$ cat src/rtl/lsu_pkg.sv
// Shared encodings for the load/store unit: FSM states, mem_wren and data_type codes.
package lsu_pkg;

  typedef enum logic [1:0] {
    IDLE = 2'd0,
    BUSY = 2'd1,
    DONE = 2'd2
  } state_e;

  localparam logic [1:0] MEM_LD = 2'b10;
  localparam logic [1:0] MEM_ST = 2'b01;

  localparam logic [1:0] DT_W = 2'b00;
  localparam logic [1:0] DT_H = 2'b01;
  localparam logic [1:0] DT_B = 2'b10;

  // Code 2'b11 falls into the word rule, so it needs full alignment.
  function automatic logic is_misaligned(input logic [1:0] dt, input logic [1:0] off);
    case (dt)
      DT_B:    return 1'b0;
      DT_H:    return off[0];
      default: return off != 2'b00;
    endcase
  endfunction

endpackage

$ cat src/rtl/lsu_align.sv
// Lane steering for the LSU: store byte-enables/replicated data and load extraction/extension.
module lsu_align
  import lsu_pkg::*;
(
  input  logic [1:0]  i_st_off,
  input  logic [1:0]  i_st_dt,
  input  logic [31:0] i_st_data,
  output logic [3:0]  o_be,
  output logic [31:0] o_wdata,
  output logic        o_misaligned,
  input  logic [31:0] i_rdata,
  input  logic [1:0]  i_ld_off,
  input  logic [1:0]  i_ld_dt,
  input  logic        i_ld_uns,
  output logic [31:0] o_ld_value
);

  logic [31:0] w_shift;

  assign o_misaligned = is_misaligned(i_st_dt, i_st_off);
  assign w_shift      = i_rdata >> {i_ld_off, 3'b000};

  always_comb begin
    // NOTE: every output of a combinational block is defaulted first so no latch is inferred.
    o_be    = 4'b1111;
    o_wdata = i_st_data;
    case (i_st_dt)
      DT_B: begin
        o_be    = 4'b0001 << i_st_off;
        o_wdata = {4{i_st_data[7:0]}};
      end
      DT_H: begin
        o_be    = 4'b0011 << i_st_off;
        o_wdata = {2{i_st_data[15:0]}};
      end
      default: ;
    endcase
  end

  always_comb begin
    o_ld_value = w_shift;
    case (i_ld_dt)
      DT_B:    o_ld_value = {{24{~i_ld_uns & w_shift[7]}},  w_shift[7:0]};
      DT_H:    o_ld_value = {{16{~i_ld_uns & w_shift[15]}}, w_shift[15:0]};
      default: ;
    endcase
  end

endmodule

$ cat src/rtl/lsu_ctrl.sv
// Load/store unit: one req/ack data-bus transaction per access, stalling the core until done.
module lsu_ctrl
  import lsu_pkg::*;
#(
  parameter int TIMEOUT = 16,
  parameter int AW      = 32
) (
  input  logic          i_clk,
  input  logic          i_reset,
  input  logic [1:0]    i_mem_wren,
  input  logic [1:0]    i_data_type,
  input  logic          i_unsigned,
  input  logic [AW-1:0] i_addr,
  input  logic [31:0]   i_st_data,
  output logic          o_stall,
  output logic [31:0]   o_ld_data,
  output logic          o_ld_valid,
  output logic          o_misaligned,
  output logic          o_bus_err,
  output logic          o_bus_req,
  output logic          o_bus_we,
  output logic [AW-1:0] o_bus_addr,
  output logic [3:0]    o_bus_be,
  output logic [31:0]   o_bus_wdata,
  input  logic          i_bus_ack,
  input  logic [31:0]   i_bus_rdata
);

  localparam logic [7:0] CNT_LIMIT = 8'(TIMEOUT - 1);

  state_e        r_state, w_next;
  logic [7:0]    r_cnt;
  logic [AW-1:0] r_addr;
  logic [3:0]    r_be;
  logic [31:0]   r_wdata;
  logic          r_we;
  logic [1:0]    r_off;
  logic [1:0]    r_dt;
  logic          r_uns;
  logic          r_err;
  logic [31:0]   r_ld_data;

  logic          w_is_load;
  logic          w_access;
  logic          w_mis;
  logic          w_timeout;
  logic [3:0]    w_be;
  logic [31:0]   w_wdata;
  logic [31:0]   w_ld_ext;

  assign w_is_load = (i_mem_wren == MEM_LD);
  // Requests are masked during reset so the combinational pulses stay quiet too.
  assign w_access  = !i_reset && (w_is_load || i_mem_wren == MEM_ST);
  assign w_timeout = (r_cnt == CNT_LIMIT) && !i_bus_ack;

  lsu_align u_align (
    .i_st_off     (i_addr[1:0]),
    .i_st_dt      (i_data_type),
    .i_st_data    (i_st_data),
    .o_be         (w_be),
    .o_wdata      (w_wdata),
    .o_misaligned (w_mis),
    .i_rdata      (i_bus_rdata),
    .i_ld_off     (r_off),
    .i_ld_dt      (r_dt),
    .i_ld_uns     (r_uns),
    .o_ld_value   (w_ld_ext)
  );

  always_comb begin
    w_next       = r_state;
    o_stall      = 1'b0;
    o_ld_valid   = 1'b0;
    o_misaligned = 1'b0;
    o_bus_err    = 1'b0;
    o_ld_data    = r_ld_data;
    unique case (r_state)
      IDLE: begin
        if (w_access) begin
          if (w_mis) begin
            o_misaligned = 1'b1;
            if (w_is_load) begin
              o_ld_valid = 1'b1;
              o_ld_data  = '0;
            end
          end else begin
            o_stall = 1'b1;
            w_next  = BUSY;
          end
        end
      end
      BUSY: begin
        o_stall = 1'b1;
        if (i_bus_ack || w_timeout) w_next = DONE;
      end
      DONE: begin
        o_ld_valid = !r_we;
        o_bus_err  = r_err;
        w_next     = IDLE;
      end
      default: w_next = IDLE;
    endcase
  end

  // The bus side is quiet outside BUSY, which also covers reset and abort.
  assign o_bus_req   = (r_state == BUSY);
  assign o_bus_we    = o_bus_req & r_we;
  assign o_bus_be    = o_bus_req ? r_be    : 4'b0000;
  assign o_bus_addr  = o_bus_req ? r_addr  : '0;
  assign o_bus_wdata = o_bus_req ? r_wdata : '0;

  always_ff @(posedge i_clk) begin
    // NOTE: sequential state uses non-blocking assignments so every flop samples pre-edge values.
    if (i_reset) begin
      r_state   <= IDLE;
      r_cnt     <= '0;
      r_addr    <= '0;
      r_be      <= '0;
      r_wdata   <= '0;
      r_we      <= 1'b0;
      r_off     <= '0;
      r_dt      <= '0;
      r_uns     <= 1'b0;
      r_err     <= 1'b0;
      r_ld_data <= '0;
    end else begin
      r_state <= w_next;
      case (r_state)
        IDLE: begin
          if (w_access && !w_mis) begin
            r_addr  <= {i_addr[AW-1:2], 2'b00};
            r_be    <= w_be;
            r_wdata <= w_wdata;
            r_we    <= !w_is_load;
            r_off   <= i_addr[1:0];
            r_dt    <= i_data_type;
            r_uns   <= i_unsigned;
            r_cnt   <= '0;
            r_err   <= 1'b0;
          end else if (w_access && w_is_load) begin
            r_ld_data <= '0;
          end
        end
        BUSY: begin
          if (i_bus_ack) begin
            if (!r_we) r_ld_data <= w_ld_ext;
          end else if (w_timeout) begin
            r_err <= 1'b1;
            if (!r_we) r_ld_data <= '0;
          end else begin
            r_cnt <= r_cnt + 8'd1;
          end
        end
        DONE:    r_err <= 1'b0;
        default: ;
      endcase
    end
  end

endmodule
$ cat config.mk
export PLATFORM = sky130hd
export DESIGN_NAME = lsu_ctrl
export DESIGN_NICKNAME = d
export VERILOG_FILES = /design/src/rtl/lsu_pkg.sv /design/src/rtl/lsu_align.sv /design/src/rtl/lsu_ctrl.sv
export SDC_FILE = /design/constraint.sdc
export NUM_CORES = 1
export LEC_CHECK = 0
export BUFFER_PORTS_ARGS = -buffer_cell sky130_fd_sc_hd__buf_2
export CORE_ASPECT_RATIO = 0.8
export CORE_MARGIN = 5
export CORE_UTILIZATION = 40
export CTS_CLUSTER_DIAMETER = 200
export DETAILED_ROUTE_END_ITERATION = 10
export GPL_TIMING_DRIVEN = 0
export PLACE_DENSITY = 0.67
export SETUP_SLACK_MARGIN = 0.3
export SLEW_MARGIN = 20
export SYNTH_ARGS = -nofsm -noshare
export SYNTH_HDL_FRONTEND = slang
export SYNTH_SLANG_ARGS = --single-unit
$ cat constraint.sdc
create_clock -name i_clk -period 2.5 [get_ports i_clk]
set_clock_uncertainty 0.15 [all_clocks]
set_input_delay 0.125 -clock i_clk [delete_from_list [all_inputs] [get_ports i_clk]]
set_output_delay 0.125 -clock i_clk [all_outputs]
set_load 0.005 [all_outputs]
==> metrics.txt <==
# TYPE chip_impl_metric gauge
chip_impl_info{name="outcome",value="finished, final reports clean"} 1
chip_impl_metric{name="cp.required",unit="ns"} 2.23
chip_impl_info{name="kind_of_critical_path",value="flip-flop to output port"} 1
chip_impl_metric{name="count_of_flip_flops_with_a_built_in_enable_after_synthesis",unit=""} 0
chip_impl_metric{name="power",unit="mW"} 5.139
chip_impl_info{name="hold-path-endpoint",value="r_ld_data[23]"} 1
chip_impl_info{name="most_common_library_cells_after_synthesis",value="sky130_fd_sc_hd__nand2_1 (146), sky130_fd_sc_hd__dfxtp_1 (115), sky130_fd_sc_hd__and2_1 (100)"} 1
chip_impl_metric{name="dr.pass1.iters",unit=""} 5
chip_impl_metric{name="tritoncts.num_buffers",unit=""} 17
chip_impl_metric{name="mappedNetlistArea",unit="mm2"} 0.005873
chip_impl_metric{name="fp.dieW",unit="um"} 145.5
chip_impl_metric{name="initial_utilization",unit="%"} 40.94
chip_impl_info{name="unrepaired_setup_endpoints_after_global_routing",value="yes"} 1
chip_impl_metric{name="post-route-period-util",unit="%"} 95.67
chip_impl_info{name="synth.area.top_cells",value="sky130_fd_sc_hd__dfxtp_1 (39%), sky130_fd_sc_hd__and2_1 (11%), sky130_fd_sc_hd__nand2_1 (9.3%)"} 1
chip_impl_metric{name="max_freq",unit="MHz"} 418.1
chip_impl_metric{name="insertedDiodeCount",unit=""} 0
chip_impl_metric{name="sequential_cell_area_fraction_in_the_yosys_report",unit="%"} 39.20
chip_impl_metric{name="source_to_sink_clock_delay_at_the_later_pin_of_the_worst_skew_pair",unit="ns"} 0.40
chip_impl_metric{name="worst-r2r-setup-slack",unit="ns"} 0.14
chip_impl_metric{name="finalMaxSlewViolations",unit=""} 0
chip_impl_metric{name="post_route_cells_drive_above_1_share",unit="%"} 32.33
chip_impl_metric{name="dr.first_iter.drc_count",unit=""} 392
chip_impl_metric{name="synth_area_per_cell",unit="um2"} 8.090
chip_impl_metric{name="wl_per_cell",unit="um"} 16.57
chip_impl_metric{name="post-dp-hpwl",unit="mm"} 14.47
chip_impl_metric{name="clockBufferDepth",unit=""} 2
chip_impl_metric{name="die_height",unit="um"} 118.4
chip_impl_metric{name="finalWirelength",unit="mm"} 20.68
chip_impl_metric{name="ys_async_sr_fraction",unit="%"} 0
chip_impl_metric{name="post-route-worst-setup-slack",unit="ns"} 0.1082
chip_impl_metric{name="core.rowCount",unit=""} 39
chip_impl_metric{name="reg2reg_depth",unit=""} 8
chip_impl_info{name="synth_ff_type",value="sky130_fd_sc_hd__dfxtp_1"} 1
chip_impl_metric{name="power.density",unit="mW/mm2"} 570.2
chip_impl_metric{name="fin_nets",unit=""} 1161
chip_impl_metric{name="via_count",unit=""} 6438
chip_impl_metric{name="fill_count",unit=""} 1235
chip_impl_metric{name="setup-tns-final",unit="ns"} 0
chip_impl_metric{name="clock_sink_count",unit=""} 115
chip_impl_metric{name="cellLeakagePower",unit="nW"} 3.975
chip_impl_info{name="hp-class",value="input pin to flip-flop"} 1
chip_impl_metric{name="areaGrowthSynthToFinish",unit="%"} 53.45
chip_impl_metric{name="final-instance-count-excl-fill",unit=""} 1248
chip_impl_info{name="min_delay_startpoint",value="i_bus_rdata[23]"} 1
chip_impl_metric{name="grt_first_pass_wirelength",unit="mm"} 32.94
chip_impl_info{name="critPathCaptureType",value="output port"} 1
chip_impl_info{name="crit-reg2reg-capture",value="r_be[0]"} 1
chip_impl_metric{name="synthDominantCellAreaShare",unit="%"} 39.20
chip_impl_metric{name="core-area",unit="mm2"} 0.01435
chip_impl_metric{name="netlist-cell-type-count",unit=""} 56
chip_impl_metric{name="count_of_buffers_inserted_at_the_top_level_ports",unit=""} 207
chip_impl_metric{name="setup_viol_count_final",unit=""} 0
chip_impl_info{name="r2r_start",value="r_state[1]"} 1
chip_impl_metric{name="grt_start_max_net_pins",unit=""} 17
chip_impl_metric{name="grt_antenna_before_repair",unit=""} 1
chip_impl_metric{name="grt.overflow.total",unit=""} 0
chip_impl_metric{name="ioPinCount",unit=""} 210
chip_impl_info{name="setup.worst_path.start_class",value="flip-flop"} 1
chip_impl_metric{name="cts_htree_levels",unit=""} 4
chip_impl_metric{name="final_antenna_net_count",unit=""} 0
chip_impl_metric{name="total_of_flip_flops_plus_latches_after_synthesis",unit=""} 115
chip_impl_metric{name="worst_hold_path.num_cells",unit=""} 3
chip_impl_metric{name="max_cap_violations",unit=""} 0
chip_impl_metric{name="seq_area",unit="mm2"} 0.002307
chip_impl_metric{name="total_area_of_multi_input_combinational_cells",unit="mm2"} 0.003306
chip_impl_metric{name="die_outline_area",unit="mm2"} 0.01722
chip_impl_metric{name="fin_util",unit="%"} 62.82
chip_impl_metric{name="placed_cells_incl_taps",unit=""} 1118
chip_impl_metric{name="syn_inst",unit=""} 726
chip_impl_metric{name="slew-limit-headroom",unit="%"} 59.66
chip_impl_metric{name="grt_usage",unit="%"} 23.22
chip_impl_metric{name="timing_hold_violations_final",unit=""} 0
chip_impl_metric{name="critPathMaxFanout",unit=""} 8
chip_impl_info{name="yosysTopAreaCell",value="sky130_fd_sc_hd__dfxtp_1"} 1
chip_impl_info{name="cts-root-buf",value="sky130_fd_sc_hd__clkbuf_16"} 1
chip_impl_metric{name="drc_errors",unit=""} 0
chip_impl_info{name="synth_most_common_cell",value="sky130_fd_sc_hd__nand2_1"} 1
chip_impl_metric{name="place_congestion",unit=""} 0.8790
chip_impl_metric{name="ys.warnings.count",unit=""} 0
chip_impl_metric{name="vias_per_cell",unit=""} 5.159
chip_impl_info{name="tritoncts",value="built"} 1
chip_impl_metric{name="pre_cts_ws",unit="ns"} -0.2421
chip_impl_metric{name="period_minus_slack",unit="ns"} 2.392
chip_impl_metric{name="worst_pin_slew",unit="ns"} 0.6051
chip_impl_metric{name="clk_pin_slew_worst_paths",unit="ns"} 0.05
chip_impl_metric{name="grt_pass1_vias",unit=""} 6392
chip_impl_metric{name="peakVddDrop",unit="V"} 0.0005115
chip_impl_metric{name="worst-endpoint-arrival",unit="ns"} 2.12
[critical path, stage by stage (launching register included)]
cell and delay (ns):
sky130_fd_sc_hd__dfxtp_2 0.31, sky130_fd_sc_hd__buf_6 0.12, sky130_fd_sc_hd__or4_4 0.50, sky130_fd_sc_hd__a21oi_4 0.17, sky130_fd_sc_hd__nand2_4 0.15, sky130_fd_sc_hd__clkbuf_8 0.19
sky130_fd_sc_hd__and2_1 0.14, sky130_fd_sc_hd__buf_2 0.13
[layout by cell type (no fill, tap or decap), drive strengths merged, types with 5 or more instances in the layout]
cell           n
o21ai         12
a2111o         6
buf          242
nand2        146
a311oi        10
a221oi         8
mux2i          8
clkbuf        61
and2         100
clkinv         8
o2bb2ai       23
nor2          18
nand3         14
mux2          15
dlygate4sd3   84
or2            5
dfxtp        115
o2111ai        6
ha             6
inv           28
a21oi         91
a221o         16
[layout make-up]
type	instances	area share, %
Multi-Input combinational cell	521	36.68
Sequential cell	115	25.60
Timing Repair Buffer	305	23.39
Clock buffer	20	5.067
Buffer	62	4.026
Tap cell	184	2.554
Clock inverter	12	1.472
Inverter	29	1.208
[worst max path at each step]
stage                   start            end  slack [ns]  depth (start not counted)
2_1_floorplan   i_mem_wren[0]  r_ld_data[28]        0.39                          7
6_report           r_state[1]  o_ld_data[19]        0.11                          7
3_3_place_gp   i_data_type[0]        r_be[0]       -0.23                         10
4_1_cts            r_state[1]   o_ld_data[8]        0.13                          7
5_1_grt            r_state[1]    r_wdata[28]        0.04                          8
3_5_place_dp   i_data_type[0]        r_be[0]       -0.24                         10
[layer usage]
metal | GRT usage, % | part of all wire, % | vias to the layer above
li1 | - | - | 3171
met1 | 31.30 | 45 | 2985
met2 | 36.00 | 46 | 226
met3 | 5.738 | 6.2 | 54
met4 | 9.091 | 3.1 | 2
met5 | 0 | 0.063 | -
[through the flow]
step           hold WS, ns  cell area [um2]
2_1_floorplan      0.08876             5877
3_3_place_gp        0.2182             7143
3_5_place_dp        0.2200             7143
4_1_cts           0.001990             8872
5_1_grt            0.02542             9012
6_report           0.01143             9012
[sequential cells by signal (all words and copies together) (netlist names)]
register   count
r_ld_data     32
r_state        2
r_uns          1
r_off          2
r_err          1
r_wdata       32
r_cnt          8
r_be           4
r_dt           2
r_addr        30
r_we           1
[power breakdown]
group | total (mW) | leakage (nW) | internal, mW | switching [mW]
Combinational | 0.809 | 2.76 | 0.373 | 0.436
Clock | 2.38 | 0.282 | 1.52 | 0.866
Sequential | 1.95 | 0.933 | 1.91 | 0.0377
Total | 5.14 | 3.98 | 3.80 | 1.34
[cells by family after synthesis]
family	share of synthesized area, %
AO/OA/AOI/OAI	22.69
AND/OR/NAND/NOR	25.78
buffers and inverters	6.370
flip-flops	39.20
other	0.06385
multiplexers	4.623
adder cells (fa/ha/maj)	1.278
[repair_timing]
| item | CTS | global route |
|---|---|---|
| cloned | 2 | 0 |
| endpoints found under the setup margin | 174 | 161 |
| pin swaps | 11 | 6 |
| setup buffers | 5 | 7 |
| endpoints found under the hold margin | 89 | 0 |
| resized for setup | 67 | 40 |
| hold buffers | 84 | 0 |
No activity file was read; power rests on OpenSTA's default activity.
